File: src/rtl/ram_access_ctrl_pkg.sv
`default_nettype none
// ============================================================================
// Module   : ram_access_ctrl_pkg
// Brief    : Shared widths, request record and helpers for ram_access_ctrl.
// Revision : 1.0 - initial release
// ============================================================================
package ram_access_ctrl_pkg;

    localparam int DEFAULT_ADDR_W = 4;
    localparam int DEFAULT_DATA_W = 16;
    localparam int RSP_DEPTH      = 2;
    localparam int RSP_CNT_W      = $clog2(RSP_DEPTH + 1);
    localparam int NUM_CLIENTS    = 2;
    localparam int CLIENT_A       = 0;
    localparam int CLIENT_B       = 1;

    typedef struct packed {
        logic                      we;
        logic [DEFAULT_ADDR_W-1:0] addr;
        logic [DEFAULT_DATA_W-1:0] wdata;
    } req_t;

    // Two writes to one address in the same cycle: port A takes priority.
    function automatic logic write_collision(
        input logic a_valid,
        input req_t a_req,
        input logic b_valid,
        input req_t b_req
    );
        return a_valid && b_valid && a_req.we && b_req.we && (a_req.addr == b_req.addr);
    endfunction

endpackage
`default_nettype wire

File: src/rtl/ram_access_ctrl_rsp_fifo.sv
`default_nettype none
// ============================================================================
// Module   : rsp_fifo
// Brief    : Small synchronous FIFO with valid/ready on both sides and an
//            occupancy count; DEPTH must be a power of two.
// Revision : 1.0 - initial release
// ============================================================================
module rsp_fifo
    import ram_access_ctrl_pkg::*;
#(
    parameter int WIDTH = DEFAULT_DATA_W,
    parameter int DEPTH = RSP_DEPTH,
    parameter int CNT_W = $clog2(DEPTH + 1)
) (
    input  logic             clk,
    input  logic             rst_n,
    input  logic             in_valid,
    output logic             in_ready,
    input  logic [WIDTH-1:0] in_data,
    output logic             out_valid,
    input  logic             out_ready,
    output logic [WIDTH-1:0] out_data,
    output logic [CNT_W-1:0] count
);

    localparam int PTR_W = (DEPTH > 1) ? $clog2(DEPTH) : 1;

    logic [WIDTH-1:0] r_mem [DEPTH];
    logic [PTR_W-1:0] r_wr_ptr;
    logic [PTR_W-1:0] r_rd_ptr;
    logic [CNT_W-1:0] r_count;
    logic             w_push;
    logic             w_pop;

    assign in_ready  = (r_count != CNT_W'(DEPTH));
    assign out_valid = (r_count != '0);
    assign out_data  = r_mem[r_rd_ptr];
    assign count     = r_count;
    assign w_push    = in_valid && in_ready;
    assign w_pop     = out_valid && out_ready;

    always_ff @(posedge clk or negedge rst_n) begin
        if (!rst_n) begin
            for (int k = 0; k < DEPTH; k++) begin
                r_mem[k] <= '0;
            end
            r_wr_ptr <= '0;
            r_rd_ptr <= '0;
            r_count  <= '0;
        end else begin
            if (w_push) begin
                r_mem[r_wr_ptr] <= in_data;
                r_wr_ptr        <= r_wr_ptr + PTR_W'(1);
            end
            if (w_pop) begin
                r_rd_ptr <= r_rd_ptr + PTR_W'(1);
            end
            case ({w_push, w_pop})
                2'b10:   r_count <= r_count + CNT_W'(1);
                2'b01:   r_count <= r_count - CNT_W'(1);
                default: r_count <= r_count;
            endcase
        end
    end

endmodule
`default_nettype wire

File: src/rtl/ram_access_ctrl.sv
`default_nettype none
// ============================================================================
// Module   : ram_access_ctrl
// Brief    : Two-client request/response controller for a dual-port RAM with
//            registered RAM drive, credit-based read flow control and
//            same-address write arbitration (port A wins).
// Revision : 1.0 - initial release
// ============================================================================
module ram_access_ctrl
    import ram_access_ctrl_pkg::*;
#(
    parameter int ADDR_W = DEFAULT_ADDR_W,
    parameter int DATA_W = DEFAULT_DATA_W
) (
    input  logic              clk,
    input  logic              rst_n,

    input  logic              a_req_valid,
    output logic              a_req_ready,
    input  logic              a_req_we,
    input  logic [ADDR_W-1:0] a_req_addr,
    input  logic [DATA_W-1:0] a_req_wdata,
    output logic              a_rsp_valid,
    input  logic              a_rsp_ready,
    output logic [DATA_W-1:0] a_rsp_rdata,

    input  logic              b_req_valid,
    output logic              b_req_ready,
    input  logic              b_req_we,
    input  logic [ADDR_W-1:0] b_req_addr,
    input  logic [DATA_W-1:0] b_req_wdata,
    output logic              b_rsp_valid,
    input  logic              b_rsp_ready,
    output logic [DATA_W-1:0] b_rsp_rdata,

    output logic              ram_we_a,
    output logic [ADDR_W-1:0] ram_write_addr_a,
    output logic [DATA_W-1:0] ram_write_data_a,
    output logic [ADDR_W-1:0] ram_read_addr_a,
    input  logic [DATA_W-1:0] ram_read_data_a,

    output logic              ram_we_b,
    output logic [ADDR_W-1:0] ram_write_addr_b,
    output logic [DATA_W-1:0] ram_write_data_b,
    output logic [ADDR_W-1:0] ram_read_addr_b,
    input  logic [DATA_W-1:0] ram_read_data_b
);

    req_t                   w_req        [NUM_CLIENTS];
    logic [NUM_CLIENTS-1:0] w_req_valid;
    logic [NUM_CLIENTS-1:0] w_req_ready;
    logic [NUM_CLIENTS-1:0] w_rsp_valid;
    logic [NUM_CLIENTS-1:0] w_rsp_ready;
    logic [NUM_CLIENTS-1:0] w_ram_we;
    logic [DATA_W-1:0]      w_rsp_rdata  [NUM_CLIENTS];
    logic [DATA_W-1:0]      w_ram_rdata  [NUM_CLIENTS];
    logic [DATA_W-1:0]      w_ram_wdata  [NUM_CLIENTS];
    logic [ADDR_W-1:0]      w_ram_waddr  [NUM_CLIENTS];
    logic [ADDR_W-1:0]      w_ram_raddr  [NUM_CLIENTS];
    logic                   w_collision;

    assign w_req[CLIENT_A]       = '{we: a_req_we, addr: a_req_addr, wdata: a_req_wdata};
    assign w_req[CLIENT_B]       = '{we: b_req_we, addr: b_req_addr, wdata: b_req_wdata};
    assign w_req_valid           = {b_req_valid, a_req_valid};
    assign w_rsp_ready           = {b_rsp_ready, a_rsp_ready};
    assign w_ram_rdata[CLIENT_A] = ram_read_data_a;
    assign w_ram_rdata[CLIENT_B] = ram_read_data_b;

    assign w_collision = write_collision(a_req_valid, w_req[CLIENT_A],
                                         b_req_valid, w_req[CLIENT_B]);

    generate
        for (genvar i = 0; i < NUM_CLIENTS; i++) begin : g_client
            logic                 r_ram_we;
            logic [ADDR_W-1:0]    r_waddr;
            logic [DATA_W-1:0]    r_wdata;
            logic [ADDR_W-1:0]    r_raddr;
            logic                 r_inflight;
            logic [RSP_CNT_W-1:0] w_fifo_count;
            logic                 w_fifo_in_ready;
            logic                 w_stall;
            logic                 w_credit_ok;
            logic                 w_accept_wr;
            logic                 w_accept_rd;

            // Only port B yields on a collision; port A is never stalled.
            assign w_stall     = (i == CLIENT_B) && w_collision;
            // Reads reserve a FIFO slot at acceptance, counting the one in flight.
            assign w_credit_ok = (RSP_CNT_W'(r_inflight) + w_fifo_count) < RSP_CNT_W'(RSP_DEPTH);
            assign w_req_ready[i] = rst_n && (w_req[i].we ? !w_stall : w_credit_ok);
            assign w_accept_wr = w_req_valid[i] && w_req_ready[i] && w_req[i].we;
            assign w_accept_rd = w_req_valid[i] && w_req_ready[i] && !w_req[i].we;

            always_ff @(posedge clk or negedge rst_n) begin
                if (!rst_n) begin
                    r_ram_we   <= 1'b0;
                    r_waddr    <= '0;
                    r_wdata    <= '0;
                    r_raddr    <= '0;
                    r_inflight <= 1'b0;
                end else begin
                    r_ram_we   <= w_accept_wr;
                    r_inflight <= w_accept_rd;
                    if (w_accept_wr) begin
                        r_waddr <= w_req[i].addr;
                        r_wdata <= w_req[i].wdata;
                    end
                    if (w_accept_rd) begin
                        r_raddr <= w_req[i].addr;
                    end
                end
            end

            rsp_fifo #(
                .WIDTH (DATA_W),
                .DEPTH (RSP_DEPTH),
                .CNT_W (RSP_CNT_W)
            ) u_rsp_fifo (
                .clk       (clk),
                .rst_n     (rst_n),
                .in_valid  (r_inflight && w_fifo_in_ready),
                .in_ready  (w_fifo_in_ready),
                .in_data   (w_ram_rdata[i]),
                .out_valid (w_rsp_valid[i]),
                .out_ready (w_rsp_ready[i]),
                .out_data  (w_rsp_rdata[i]),
                .count     (w_fifo_count)
            );

            assign w_ram_we[i]    = r_ram_we;
            assign w_ram_waddr[i] = r_waddr;
            assign w_ram_wdata[i] = r_wdata;
            assign w_ram_raddr[i] = r_raddr;
        end
    endgenerate

    assign a_req_ready      = w_req_ready[CLIENT_A];
    assign b_req_ready      = w_req_ready[CLIENT_B];
    assign a_rsp_valid      = w_rsp_valid[CLIENT_A];
    assign b_rsp_valid      = w_rsp_valid[CLIENT_B];
    assign a_rsp_rdata      = w_rsp_rdata[CLIENT_A];
    assign b_rsp_rdata      = w_rsp_rdata[CLIENT_B];
    assign ram_we_a         = w_ram_we[CLIENT_A];
    assign ram_we_b         = w_ram_we[CLIENT_B];
    assign ram_write_addr_a = w_ram_waddr[CLIENT_A];
    assign ram_write_addr_b = w_ram_waddr[CLIENT_B];
    assign ram_write_data_a = w_ram_wdata[CLIENT_A];
    assign ram_write_data_b = w_ram_wdata[CLIENT_B];
    assign ram_read_addr_a  = w_ram_raddr[CLIENT_A];
    assign ram_read_addr_b  = w_ram_raddr[CLIENT_B];

endmodule
`default_nettype wire

File: config.mk
export PLATFORM = sky130hd
export DESIGN_NAME = ram_access_ctrl
export DESIGN_NICKNAME = d
export VERILOG_FILES = /design/src/rtl/ram_access_ctrl_pkg.sv /design/src/rtl/ram_access_ctrl_rsp_fifo.sv /design/src/rtl/ram_access_ctrl.sv
export SDC_FILE = /design/constraint.sdc
export NUM_CORES = 1
export LEC_CHECK = 0
export BUFFER_PORTS_ARGS = -buffer_cell sky130_fd_sc_hd__buf_2
export CAP_MARGIN = 10
export CORE_ASPECT_RATIO = 1.5
export CORE_MARGIN = 2
export CORE_UTILIZATION = 36
export DETAILED_ROUTE_END_ITERATION = 7
export PLACE_DENSITY_LB_ADDON = 0.15
export SYNTH_ARGS = -nofsm -noshare
export SYNTH_HDL_FRONTEND = slang
export SYNTH_SLANG_ARGS = --single-unit
File: constraint.sdc
create_clock -name clk -period 3.6 [get_ports clk]
set_clock_uncertainty 0.2 [all_clocks]
set_input_delay 0.36 -clock clk [delete_from_list [all_inputs] [get_ports clk]]
set_output_delay 0.36 -clock clk [all_outputs]
set_load 0.05 [all_outputs]
==> impl_metrics.prom, run 1 <==
# TYPE chip_impl_metric gauge
chip_impl_metric{name="io_buffers",unit=""} 165
chip_impl_metric{name="finalWeightedCongestion",unit=""} 0.758
chip_impl_metric{name="synth-compound-area-share",unit="%"} 1.39
chip_impl_info{name="critical_path.cell_chain",value="dlygate4sd3_1 -> buf_4 -> nand3_1 -> a21oi_4 -> mux2_2"} 1
chip_impl_metric{name="synth.ff_latch_count",unit=""} 124
chip_impl_metric{name="yosys.area_share.simple",unit="%"} 2.75
chip_impl_metric{name="placementRows",unit=""} 54
chip_impl_metric{name="critical_path.max_fanout",unit=""} 36
chip_impl_metric{name="design.core.area",unit="um^2"} 14500
chip_impl_metric{name="clk_latency",unit="ns"} 0.41
chip_impl_metric{name="setup_total_negative_slack",unit="ns"} 0
chip_impl_metric{name="maxCapViolCount",unit=""} 0
chip_impl_metric{name="dr.pass1.iters",unit=""} 4
chip_impl_metric{name="hold_ws",unit="ns"} 0.0190
chip_impl_metric{name="fmaxAchievable",unit="GHz"} 0.388
chip_impl_metric{name="clk_pin_slew_worst_paths",unit="ns"} 0.06
chip_impl_info{name="synthDominantAreaCellType",value="dfrtp_1"} 1
chip_impl_info{name="tritoncts",value="done"} 1
chip_impl_metric{name="slew_violations",unit=""} 0
chip_impl_metric{name="dieHeight",unit="um"} 153
chip_impl_metric{name="synth-seq-area-share",unit="%"} 58.3
chip_impl_metric{name="fp.dieW",unit="um"} 103
chip_impl_metric{name="routed_wirelength",unit="mm"} 11.8
chip_impl_info{name="slowest_stage",value="a21oi_4"} 1
chip_impl_info{name="cts-root-buf",value="clkbuf_16"} 1
chip_impl_info{name="critPathLaunchType",value="primary input"} 1
chip_impl_metric{name="crit_path_max_incr_delay",unit="ns"} 0.74
chip_impl_metric{name="n_antenna_cell",unit=""} 0
chip_impl_metric{name="post_synthesis_adder_cell_area_fraction",unit="%"} 0.470
chip_impl_metric{name="timing.final.crit_share",unit="%"} 71.6
chip_impl_metric{name="cell_count_after_synthesis",unit=""} 330
chip_impl_metric{name="drc",unit=""} 0
chip_impl_metric{name="antenna_left",unit=""} 0
chip_impl_metric{name="syn_nets",unit=""} 412
chip_impl_metric{name="num_vias",unit=""} 3510
chip_impl_info{name="critPathCaptureType",value="register"} 1
chip_impl_metric{name="cts_max_path_buffers",unit=""} 2
chip_impl_metric{name="globalRouteTotalUtil",unit="%"} 15.7
chip_impl_metric{name="setup.reg_to_reg.worst_slack",unit="ns"} 1.48
chip_impl_metric{name="yosys_warnings",unit=""} 0
chip_impl_metric{name="netlist.area_leader.share",unit="%"} 58.3
chip_impl_metric{name="grt_antenna_before_repair",unit=""} 0
chip_impl_metric{name="number_of_global_route_vias_before_repair",unit=""} 3972
chip_impl_metric{name="detailedPlacementHpwl",unit="mm"} 7.70
chip_impl_metric{name="synth_xor_area_share",unit="%"} 2.63
chip_impl_info{name="critical_path_class",value="primary input to register"} 1
chip_impl_metric{name="clock_tree.htree_level_count",unit=""} 4
chip_impl_info{name="final_common_cell",value="buf_2"} 1
chip_impl_metric{name="drt-initial-drc-count",unit=""} 80
chip_impl_metric{name="synth_cell_type_count",unit=""} 32
chip_impl_info{name="final_cell_mix",value="buf_2 (164), dfrtp_1 (124), mux2_2 (118)"} 1
chip_impl_info{name="hp-class",value="primary input to register"} 1
chip_impl_metric{name="layout_min_cycle_time",unit="ns"} 2.58
chip_impl_metric{name="cts_inserted_buffers",unit=""} 17
chip_impl_metric{name="postSynthAreaPerCell",unit="um^2"} 16.1
chip_impl_metric{name="start_util",unit="%"} 36.6
chip_impl_info{name="crit-reg2reg-launch",value="g_client[0].u_rsp_fifo.count[0]$_DFFE_PN0P_"} 1
chip_impl_metric{name="report.final.setup_viol",unit=""} 0
chip_impl_metric{name="timing.final.hold_violations",unit=""} 0
chip_impl_metric{name="clock_sinks",unit=""} 124
chip_impl_metric{name="area_delta_synth_final",unit="%"} 41.4
chip_impl_metric{name="cts_repair_resize_count",unit=""} 0
chip_impl_info{name="outcome",value="completed"} 1
chip_impl_metric{name="worst-path-buf-inv",unit=""} 2
chip_impl_metric{name="timing.critical_path.arrival",unit="ns"} 2.67
chip_impl_metric{name="p_leak",unit="nW"} 3.51
chip_impl_metric{name="grt_pass1_wl",unit="mm"} 19.1
chip_impl_info{name="hold_path.startpoint",value="ram_read_data_b[5]"} 1
chip_impl_metric{name="viasPerCell",unit=""} 4.55
chip_impl_info{name="timing.critical_path.max_delay_family",value="buffers and inverters"} 1
chip_impl_metric{name="timing_worst_slew_pin_value",unit="ns"} 1.02
chip_impl_metric{name="layout.nets",unit=""} 645
chip_impl_info{name="synth_top_family_by_area",value="multiplexers"} 1
chip_impl_metric{name="yosys-mux-area-fraction",unit="%"} 32.1
chip_impl_metric{name="die_area",unit="um^2"} 15800
chip_impl_metric{name="layout-drive-gt1-share",unit="%"} 61.4
chip_impl_metric{name="floorplan.io_pins",unit=""} 166
chip_impl_metric{name="mappedNetlistArea",unit="um^2"} 5320
chip_impl_info{name="worstSetupStartpoint",value="rst_n"} 1
chip_impl_info{name="biggest_area_contributors_in_the_synthesized_netlist",value="dfrtp_1 (58%), mux2_2 (25%), mux2_4 (6.5%)"} 1
chip_impl_metric{name="largest_net_degree_at_the_start_of_global_routing",unit=""} 58
chip_impl_info{name="grt_setup_unrepaired",value="false"} 1
chip_impl_metric{name="routed_wire_length_per_instance",unit="um"} 15.3
chip_impl_metric{name="cp.required",unit="ns"} 3.69
chip_impl_metric{name="ir_worst_vdd",unit="mV"} 0.565
chip_impl_metric{name="grt_overflow",unit=""} 0
chip_impl_metric{name="pwr_density_cell",unit="nW/um^2"} 961
chip_impl_metric{name="slew_headroom",unit="%"} 31.9
## worst paths after layout
path                                                                 to  depth (start not counted)
setup reg to reg           g_client[0].u_rsp_fifo.r_mem[18]$_DFFE_PN0P_                          3
min in group asynchronous               ram_write_data_a[0]$_DFFE_PN0P_                          2
max in group asynchronous              g_client[0].r_inflight$_DFF_PN0_                          3
setup / recovery                       ram_write_data_b[14]$_DFFE_PN0P_                          5
hold reg to reg            g_client[1].u_rsp_fifo.r_mem[31]$_DFFE_PN0P_                          1
hold / removal              g_client[1].u_rsp_fifo.r_mem[5]$_DFFE_PN0P_                          2
## metal layers
layer  wire length, um  vias to the layer above  global-route usage, %
met5                 0                        -                      0
met4               194                        0                   7.02
met3               540                       15                   4.12
met2              6230                      107                   27.3
met1              4860                     1749                   17.7
li1                  -                     1639                      -
## repair_timing
| item | 4_1_cts | 5_1_grt |
|---|---|---|
| buffers inserted | 0 | 0 |
| endpoints found under the hold margin | 117 | 0 |
| hold buffers | 62 | 0 |
| setup endpoints to repair | 0 | 0 |
## per-stage QoR
step	setup slack [ns]	area, um^2	cells	utilization [%]	power (mW)
CTS	1.01	7520	771	51.8	7.34
global route	0.829	7520	771	51.8	7.61
global placement	1.18	6300	678	43.3	5.43
floorplan	1.63	5320	330	-	4.82
detailed placement	1.11	6300	678	43.3	5.49
finish	1.02	7520	771	51.8	7.23
## cells by family (layout without fill, tap and decap cells)
| group | after synthesis | after routing |
|---|---|---|
| flops | 124 | 124 |
| buf+inv | 18 | 263 |
| simple gates | 20 | 20 |
| fa+ha+maj | 2 | 2 |
| mux | 144 | 144 |
| compound gates | 6 | 6 |
| xor+xnor | 16 | 16 |
## cell usage after synthesis
library cell / count
a21oi_4: 1
and2_1: 2
and3_1: 1
and3_4: 1
and4b_1: 1
buf_2: 4
buf_4: 4
buf_6: 5
clkbuf_1: 2
dfrtp_1: 124
ha_1: 2
inv_1: 2
inv_2: 1
mux2_1: 3
mux2_2: 118
mux2_4: 23
nand2_1: 2
nand2_2: 1
nand2b_1: 1
nand3_1: 2
nand4_1: 1
nor2_1: 2
nor2_2: 1
nor2_4: 1
nor3_4: 2
o211ai_2: 2
o21a_1: 1
o21ai_2: 1
o21ai_4: 1
or2_2: 2
xnor2_1: 11
xor2_1: 5
## registers in the layout, summed over array words and instances (netlist names)
| name | cells |
|---|---|
| g_client.u_rsp_fifo.r_rd_ptr | 2 |
| g_client.u_rsp_fifo.r_wr_ptr | 2 |
| g_client.r_inflight | 2 |
| ram_we_b | 1 |
| ram_write_data_b | 16 |
| ram_write_addr_b | 4 |
| g_client.u_rsp_fifo.r_mem | 64 |
| ram_read_addr_b | 4 |
| g_client.u_rsp_fifo.count | 4 |
| ram_write_data_a | 16 |
| ram_read_addr_a | 4 |
| ram_we_a | 1 |
| ram_write_addr_a | 4 |
## report_power, final
| part | internal (mW) | total (mW) | switching, mW |
|---|---|---|---|
| Combinational | 1.12 | 3.18 | 2.06 |
| Sequential | 1.93 | 2.31 | 0.371 |
| Clock | 1.11 | 1.74 | 0.631 |
| Total | 4.16 | 7.23 | 3.07 |
## layout make-up
class                           count  area (um^2)
Fill cell                        1288         7000
Sequential cell                   124         3100
Multi-Input combinational cell    188         2090
Timing Repair Buffer              229         1460
Clock buffer                       18          439
Tap cell                          196          245
Clock inverter                     13          169
Inverter                            3         11.3
Power figures use the tool's default switching activity.
==> run 2, diff against run 1 <==
--- a/config.mk
+++ b/config.mk
@@ -5,6 +5,7 @@
 export SDC_FILE = /design/constraint.sdc
 export NUM_CORES = 1
 export LEC_CHECK = 0
+export ABC_AREA = 1
 export BUFFER_PORTS_ARGS = -buffer_cell sky130_fd_sc_hd__buf_2
 export CAP_MARGIN = 10
 export CORE_ASPECT_RATIO = 1.5
==> constraint.sdc (replaced) <==
create_clock -name clk -period 2.1 [get_ports clk]
set_clock_uncertainty 0.2 [all_clocks]
set_input_delay 0.21 -clock clk [delete_from_list [all_inputs] [get_ports clk]]
set_output_delay 0.21 -clock clk [all_outputs]
set_load 0.05 [all_outputs]
==> run 2 against run 1 <==
Against the previous run: sequential cell count unchanged; final cell count rose by 42%; area after synthesis is 1.7% higher; critical path type is now primary input to output port; largest cell class unchanged.
==> impl_metrics.prom, run 2 <==
# TYPE chip_impl_metric gauge
chip_impl_metric{name="layout_min_cycle_time",unit="ns"} 2.00
chip_impl_metric{name="synth_cell_type_count",unit=""} 24
chip_impl_metric{name="floorplan.io_pins",unit=""} 166
chip_impl_metric{name="timing.final.hold_violations",unit=""} 0
chip_impl_metric{name="critical_path.max_fanout",unit=""} 4
chip_impl_metric{name="pwr_density_cell",unit="nW/um^2"} 1640
chip_impl_metric{name="grt_overflow",unit=""} 0
chip_impl_metric{name="sequential_cell_area",unit="um^2"} 3100
chip_impl_metric{name="start_util",unit="%"} 37.1
chip_impl_metric{name="drt-initial-drc-count",unit=""} 148
chip_impl_metric{name="fin_util",unit="%"} 54.1
chip_impl_metric{name="routed_wirelength",unit="mm"} 14.0
chip_impl_metric{name="clock_sinks",unit=""} 124
chip_impl_metric{name="p_leak",unit="nW"} 4.33
chip_impl_metric{name="report.final.setup_viol",unit=""} 0
chip_impl_metric{name="slew_violations",unit=""} 0
chip_impl_metric{name="cell_count_after_synthesis",unit=""} 629
chip_impl_metric{name="largest_reg_flops",unit=""} 64
chip_impl_metric{name="fillerInstances",unit=""} 1386
chip_impl_metric{name="num_vias",unit=""} 4855
chip_impl_metric{name="fmaxAchievable",unit="GHz"} 0.499
chip_impl_metric{name="maxCapViolCount",unit=""} 0
chip_impl_metric{name="layout-drive-gt1-share",unit="%"} 29.9
chip_impl_metric{name="grt_antenna_before_repair",unit=""} 0
chip_impl_info{name="synth.top_cells.by_count",value="nand2_1 (306), dfrtp_1 (124), inv_1 (48), o21ai_0 (43), o21ai_2 (32)"} 1
chip_impl_info{name="critical_path_class",value="primary input to output port"} 1
chip_impl_metric{name="mappedNetlistArea",unit="um^2"} 5410
chip_impl_metric{name="dieHeight",unit="um"} 154
chip_impl_info{name="hp-class",value="primary input to register"} 1
chip_impl_info{name="grt_setup_unrepaired",value="false"} 1
chip_impl_metric{name="synth.ff_latch_count",unit=""} 124
chip_impl_info{name="critPathLaunchType",value="primary input"} 1
chip_impl_info{name="final_cell_mix",value="nand2_1 (306), buf_2 (161), dfrtp_1 (123)"} 1
chip_impl_metric{name="multi_input_comb_area",unit="um^2"} 1940
chip_impl_metric{name="routed_wire_length_per_instance",unit="um"} 12.8
chip_impl_metric{name="netlist.area_leader.share",unit="%"} 57.4
chip_impl_metric{name="internal_power",unit="mW"} 6.97
chip_impl_info{name="dominantRegCellSynth",value="dfrtp_1"} 1
chip_impl_metric{name="timing.final.crit_share",unit="%"} 95.4
chip_impl_metric{name="fp.dieW",unit="um"} 104
chip_impl_metric{name="layout.nets",unit=""} 964
chip_impl_metric{name="clk_latency",unit="ns"} 0.40
chip_impl_info{name="tritoncts",value="done"} 1
chip_impl_metric{name="antenna_left",unit=""} 0
chip_impl_metric{name="hold_ws",unit="ns"} 0.0217
chip_impl_metric{name="slew_headroom",unit="%"} 54.6
chip_impl_metric{name="seqPwrFrac",unit="%"} 30.2
chip_impl_metric{name="n_antenna_cell",unit=""} 0
chip_impl_info{name="critPathCaptureType",value="output port"} 1
chip_impl_metric{name="dr.pass1.iters",unit=""} 6
chip_impl_metric{name="finalWeightedCongestion",unit=""} 0.763
chip_impl_info{name="cts-root-buf",value="clkbuf_16"} 1
chip_impl_metric{name="timing.critical_path.arrival",unit="ns"} 1.59
chip_impl_metric{name="combPwrFrac",unit="%"} 45.4
chip_impl_metric{name="die_area",unit="um^2"} 16000
chip_impl_info{name="registers.top_by_ff_count",value="g_client.u_rsp_fifo.r_mem"} 1
chip_impl_metric{name="drc",unit=""} 0
chip_impl_metric{name="globalRouteTotalUtil",unit="%"} 18.2
chip_impl_info{name="final_common_cell",value="nand2_1"} 1
chip_impl_metric{name="postSynthAreaPerCell",unit="um^2"} 8.60
chip_impl_metric{name="cp.required",unit="ns"} 1.69
chip_impl_metric{name="switch_pwr",unit="mW"} 5.99
chip_impl_metric{name="yosys_warnings",unit=""} 0
chip_impl_info{name="synthDominantAreaCellType",value="dfrtp_1"} 1
chip_impl_metric{name="placementRows",unit=""} 54
chip_impl_metric{name="area_delta_synth_final",unit="%"} 45.9
chip_impl_metric{name="power.share.switching",unit="%"} 46.2
chip_impl_metric{name="clk_pin_slew_worst_paths",unit="ns"} 0.06
chip_impl_metric{name="synth_edf_count",unit=""} 0
chip_impl_metric{name="grt_pass1_wl",unit="mm"} 23.7
chip_impl_metric{name="synth-seq-area-share",unit="%"} 57.4
chip_impl_info{name="biggest_area_contributors_in_the_synthesized_netlist",value="dfrtp_1 (57%), nand2_1 (21%), o21ai_2 (5.2%)"} 1
chip_impl_metric{name="detailedPlacementHpwl",unit="mm"} 9.17
chip_impl_metric{name="cts_max_path_buffers",unit=""} 2
chip_impl_metric{name="clock_tree.htree_level_count",unit=""} 4
chip_impl_metric{name="pwr-share-clk",unit="%"} 24.4
chip_impl_metric{name="cts_inserted_buffers",unit=""} 17
chip_impl_metric{name="design.core.area",unit="um^2"} 14600
chip_impl_metric{name="syn_nets",unit=""} 711
chip_impl_metric{name="number_of_global_route_vias_before_repair",unit=""} 5050
chip_impl_metric{name="synthArstFlopShare",unit="%"} 100
chip_impl_metric{name="post-place-cells",unit=""} 980
chip_impl_metric{name="ir_worst_vdd",unit="mV"} 0.807
chip_impl_metric{name="setup_total_negative_slack",unit="ns"} 0
chip_impl_info{name="synth.most_common_cell",value="nand2_1"} 1
chip_impl_metric{name="io_buffers",unit=""} 165
chip_impl_info{name="outcome",value="completed"} 1
chip_impl_metric{name="viasPerCell",unit=""} 4.45
chip_impl_metric{name="largest_net_degree_at_the_start_of_global_routing",unit=""} 55
chip_impl_metric{name="finish.cell_count_without_fillers",unit=""} 1091
chip_impl_metric{name="timing_worst_slew_pin_value",unit="ns"} 0.681
-- run 2: changes by cell type in the layout (fill, tap and decap cells not counted), moves of 9 or more --
cell	delta
nand2_1	+304
mux2_2	-118
inv_1	+46
o21ai_0	+43
o21ai_2	+31
mux2_4	-23
buf_4	+18
dlygate4sd3_1	+17
nand2_2	+12
xnor2_1	-9
-- run 2: layout make-up --
class / instances / area share (%)
repair buffers: 261 / 22.2
clock inverters: 12 / 2.35
multi-input cells: 423 / 24.6
clock buffers: 20 / 5.78
inverters: 55 / 2.63
well taps: 196 / 3.11
flip-flops and latches: 124 / 39.3
-- run 2: worst paths after layout --
kind                                                             start                                          end  slack, ns  depth (start not counted)
hold / removal                                             b_req_valid               ram_read_addr_b[1]$_DFFE_PN0P_       0.02                          5
max in group asynchronous                                        rst_n  g_client[1].u_rsp_fifo.r_rd_ptr$_DFFE_PN0P_       0.62                          3
setup / recovery                                         b_req_addr[0]                                  b_req_ready        0.1                          9
hold reg to reg                        ram_write_data_a[3]$_DFFE_PN0P_              ram_write_data_a[3]$_DFFE_PN0P_       0.27                          2
min in group asynchronous                                        rst_n               ram_read_addr_a[1]$_DFFE_PN0P_       0.23                          3
setup reg to reg           g_client[1].u_rsp_fifo.count[0]$_DFFE_PN0P_             g_client[1].r_inflight$_DFF_PN0_       0.19                          7
-- run 2: kinds of logic after synthesis --
group	after synthesis	share of synthesized area (%)
AO/OA/AOI/OAI	77	9.34
XOR/XNOR	6	0.971
adder cells (fa/ha/maj)	2	0.462
buffers and inverters	82	6.98
flip-flops	124	57.4
AND/OR/NAND/NOR	338	24.9
-- run 2: layer usage --
| metal | vias up | wire [um] | track usage (%) |
|---|---|---|---|
| li1 | 2434 | - | - |
| met1 | 2254 | 5890 | 21.1 |
| met2 | 147 | 7090 | 31.2 |
| met3 | 20 | 809 | 5.60 |
| met4 | 0 | 220 | 7.59 |
| met5 | - | 0 | 0 |
-- run 2: metrics by stage --
| step | instance area [um^2] | setup slack, ns | power [mW] |
|---|---|---|---|
| floorplan | 5410 | 0.0835 | 8.27 |
| global placement | 6440 | 0.417 | 9.61 |
| detailed placement | 6440 | 0.302 | 9.74 |
| CTS | 7880 | 0.0133 | 13.1 |
| global route | 7900 | 0.00226 | 13.7 |
| finish | 7900 | 0.0976 | 13.0 |
-- run 2: worst max-delay path: stages --
cell and delay, ns:
dlygate4sd3_1 0.55, buf_4 0.16, nand2_1 0.06, nand2_1 0.06, nor2_2 0.11, nand3_2 0.13, nand2_1 0.09, inv_1 0.04
buf_4 0.18
-- run 2: power by group through the flow --
| stage | sequential [mW] | combinational, mW | clock (mW) |
|---|---|---|---|
| 4_1_cts | 3.91 | 5.94 | 3.24 |
| 3_5_place_dp | 3.93 | 5.81 | 0 |
| 3_3_place_gp | 3.89 | 5.72 | 0 |
| 5_1_grt | 4.04 | 6.36 | 3.35 |
| 6_report | 3.91 | 5.88 | 3.16 |
| 2_1_floorplan | 4.66 | 3.61 | 0 |
-- run 2: repair_timing --
action                                  4_1_cts  5_1_grt
endpoints found under the setup margin        2        2
cloned                                        0        0
resized for setup                             1        7
hold buffers                                 79        0
buffers inserted                              0        0
hold endpoints to repair                    185        0
pin swaps                                     0        1
==> run 3, diff against run 2 <==
--- a/config.mk
+++ b/config.mk
@@ -12,7 +12,6 @@
 export CORE_MARGIN = 2
 export CORE_UTILIZATION = 36
 export DETAILED_ROUTE_END_ITERATION = 7
-export PLACE_DENSITY_LB_ADDON = 0.15
 export SYNTH_ARGS = -nofsm -noshare
 export SYNTH_HDL_FRONTEND = slang
 export SYNTH_SLANG_ARGS = --single-unit
==> run 3 against run 2 <==
Against the previous run: global-route usage down 0.58 points; largest cell class unchanged; largest power group unchanged; die area did not move; sequential share of layout area is 0.35 points higher; register-to-register slack lost 0.02 ns; final area decreased by 0.92%; critical endpoint unchanged; power shrank 2.4%.
==> impl_metrics.prom, run 3 (synthesized netlist as in run 2, its figures left out) <==
# TYPE chip_impl_metric gauge
chip_impl_metric{name="clk_latency",unit="ns"} 0.40
chip_impl_metric{name="die_area",unit="um^2"} 16000
chip_impl_info{name="final_common_cell",value="nand2_1"} 1
chip_impl_metric{name="clk_pin_slew_worst_paths",unit="ns"} 0.06
chip_impl_metric{name="fp.dieW",unit="um"} 104
chip_impl_metric{name="timing.final.crit_share",unit="%"} 94.5
chip_impl_metric{name="start_util",unit="%"} 37.1
chip_impl_metric{name="placed_cell_area",unit="um^2"} 6430
chip_impl_metric{name="placementRows",unit=""} 54
chip_impl_metric{name="fin_util",unit="%"} 53.6
chip_impl_info{name="critPathCaptureType",value="output port"} 1
chip_impl_metric{name="drc",unit=""} 0
chip_impl_metric{name="grt_pass1_wl",unit="mm"} 22.9
chip_impl_metric{name="viasPerCell",unit=""} 4.32
chip_impl_metric{name="layout_min_cycle_time",unit="ns"} 1.98
chip_impl_info{name="critPathLaunchType",value="primary input"} 1
chip_impl_metric{name="pwr_density_cell",unit="nW/um^2"} 1620
chip_impl_metric{name="slew_headroom",unit="%"} 46.7
chip_impl_metric{name="timing.critical_path.arrival",unit="ns"} 1.57
chip_impl_metric{name="area_delta_synth_final",unit="%"} 44.6
chip_impl_metric{name="hold_ws",unit="ns"} 0.0309
chip_impl_metric{name="routed_wirelength",unit="mm"} 13.5
chip_impl_info{name="slowest_stage",value="dlygate4sd3_1"} 1
chip_impl_info{name="timing.critical_path.max_delay_family",value="buffers and inverters"} 1
chip_impl_metric{name="p_leak",unit="nW"} 4.31
chip_impl_metric{name="report.final.setup_viol",unit=""} 0
chip_impl_metric{name="routed_wire_length_per_instance",unit="um"} 12.4
chip_impl_metric{name="number_of_global_route_vias_before_repair",unit=""} 4844
chip_impl_metric{name="cts_inserted_buffers",unit=""} 17
chip_impl_metric{name="drt-initial-drc-count",unit=""} 152
chip_impl_info{name="registers.top_by_ff_count",value="g_client.u_rsp_fifo.r_mem"} 1
chip_impl_metric{name="dieHeight",unit="um"} 154
chip_impl_metric{name="grt_antenna_before_repair",unit=""} 0
chip_impl_metric{name="timing_worst_slew_pin_value",unit="ns"} 0.799
chip_impl_metric{name="grt_overflow",unit=""} 0
chip_impl_metric{name="antenna_left",unit=""} 0
chip_impl_metric{name="worst-path-buf-inv",unit=""} 4
chip_impl_info{name="critical_path.cell_chain",value="dlygate4sd3_1 -> buf_4 -> nand2_1 -> nand2_1 -> nor2_2 -> nand3_2 -> nand2_1 -> inv_1 -> buf_4"} 1
chip_impl_metric{name="n_antenna_cell",unit=""} 0
chip_impl_metric{name="critical_path.max_fanout",unit=""} 4
chip_impl_metric{name="maxCapViolCount",unit=""} 0
chip_impl_metric{name="timing.final.hold_violations",unit=""} 0
chip_impl_metric{name="globalRouteTotalUtil",unit="%"} 17.6
chip_impl_info{name="outcome",value="completed"} 1
chip_impl_metric{name="layout-drive-gt1-share",unit="%"} 29.9
chip_impl_info{name="hp-class",value="primary input to register"} 1
chip_impl_metric{name="floorplan.io_pins",unit=""} 166
chip_impl_metric{name="total_power",unit="mW"} 12.6
chip_impl_info{name="grt_setup_unrepaired",value="false"} 1
chip_impl_info{name="critical-path-top-cell-by-count",value="nand2_1"} 1
chip_impl_info{name="tritoncts",value="done"} 1
chip_impl_info{name="critical_path_class",value="primary input to output port"} 1
chip_impl_metric{name="slew_violations",unit=""} 0
chip_impl_info{name="cts-root-buf",value="clkbuf_16"} 1
chip_impl_info{name="final_cell_mix",value="nand2_1 (306), buf_2 (161), dfrtp_1 (124)"} 1
chip_impl_metric{name="finalWeightedCongestion",unit=""} 0.752
chip_impl_metric{name="cp.required",unit="ns"} 1.69
chip_impl_metric{name="largest_net_degree_at_the_start_of_global_routing",unit=""} 65
chip_impl_metric{name="clock_sinks",unit=""} 124
chip_impl_metric{name="crit_path_max_incr_delay",unit="ns"} 0.53
chip_impl_metric{name="fmaxAchievable",unit="GHz"} 0.504
chip_impl_metric{name="detailedPlacementHpwl",unit="mm"} 8.69
chip_impl_metric{name="fillerInstances",unit=""} 1405
chip_impl_metric{name="io_buffers",unit=""} 165
chip_impl_metric{name="ir_worst_vdd",unit="mV"} 0.799
chip_impl_metric{name="num_vias",unit=""} 4705
chip_impl_metric{name="clock_tree.htree_level_count",unit=""} 4
chip_impl_metric{name="layout.nets",unit=""} 961
chip_impl_metric{name="design.core.area",unit="um^2"} 14600
chip_impl_metric{name="cts_max_path_buffers",unit=""} 2
chip_impl_metric{name="stdcell_area",unit="um^2"} 7820
chip_impl_metric{name="dr.pass1.iters",unit=""} 4
chip_impl_metric{name="largest_reg_flops",unit=""} 64
chip_impl_metric{name="setup_total_negative_slack",unit="ns"} 0
-- run 3: cell count changes in the layout (fill, tap and decap cells not counted), sizes merged --
| cell | previous run | this run |
|---|---|---|
| clkbuf | 20 | 18 |
| clkinvlp | 4 | 2 |
| dlygate4sd3 | 79 | 78 |
| bufinv | 4 | 2 |
| inv | 54 | 56 |
| clkinv | 5 | 9 |
| buf | 182 | 180 |
-- run 3: report_power, final --
| part | internal [mW] | switching (mW) | total, mW | leakage [nW] |
|---|---|---|---|---|
| Combinational | 1.52 | 4.35 | 5.86 | 2.51 |
| Clock | 1.80 | 1.13 | 2.93 | 0.288 |
| Sequential | 3.34 | 0.501 | 3.84 | 1.51 |
-- run 3: metrics by stage --
stage                     std cells  setup WS, ns
after CTS                      1088        0.0187
after global routing           1088        0.0207
after detailed placement        978         0.345
final                          1088         0.116
after global placement          978         0.394
after floorplan                 629        0.0835
-- run 3: path summary, 6_finish.rpt --
kind                            depth (start not counted)                                      endpoint                                        start  slack (ns)
worst max-delay path                                    9                                   b_req_ready                                b_req_addr[2]        0.12
worst min-delay path                                    5                ram_read_addr_b[0]$_DFFE_PN0P_                                  b_req_valid        0.03
worst max register to register                          7              g_client[1].r_inflight$_DFF_PN0_  g_client[1].u_rsp_fifo.count[0]$_DFFE_PN0P_        0.17
worst min register to register                          2              ram_write_data_b[11]$_DFFE_PN0P_             ram_write_data_b[11]$_DFFE_PN0P_        0.28
max in group asynchronous                               3  g_client[1].u_rsp_fifo.r_mem[25]$_DFFE_PN0P_                                        rst_n        0.77
min in group asynchronous                               3                ram_read_addr_a[2]$_DFFE_PN0P_                                        rst_n        0.22
-- run 3: repair_timing --
action | CTS | global route
endpoints found under the setup margin | 0 | 2
hold endpoints to repair | 239 | 0
hold buffers | 78 | 0
buffers inserted | 0 | 0
gates resized for setup | 0 | 7
-- run 3: area by class of cell --
class | instances | area [um^2] | share of cell area, %
flip-flops and latches | 124 | 3100 | 39.7
clock inverters | 14 | 159 | 2.03
clock buffers | 18 | 439 | 5.61
repair buffers | 258 | 1730 | 22.1
well taps | 196 | 245 | 3.13
multi-input cells | 423 | 1940 | 24.8
inverters | 55 | 208 | 2.66
-- run 3: tightest hold or removal path, stage by stage --
cell,delay (ns)
buf_2,0.13
nand3_4,0.09
nor2_2,0.06
nand2_1,0.06
nand2_1,0.04
-- run 3: metal layers --
metal	vias to the layer above	part of all wire, %	track usage [%]
li1	2424	-	-
met1	2139	42	21.2
met2	128	52	30.5
met3	14	4.7	4.45
met4	0	1.4	6.31
met5	-	0	0
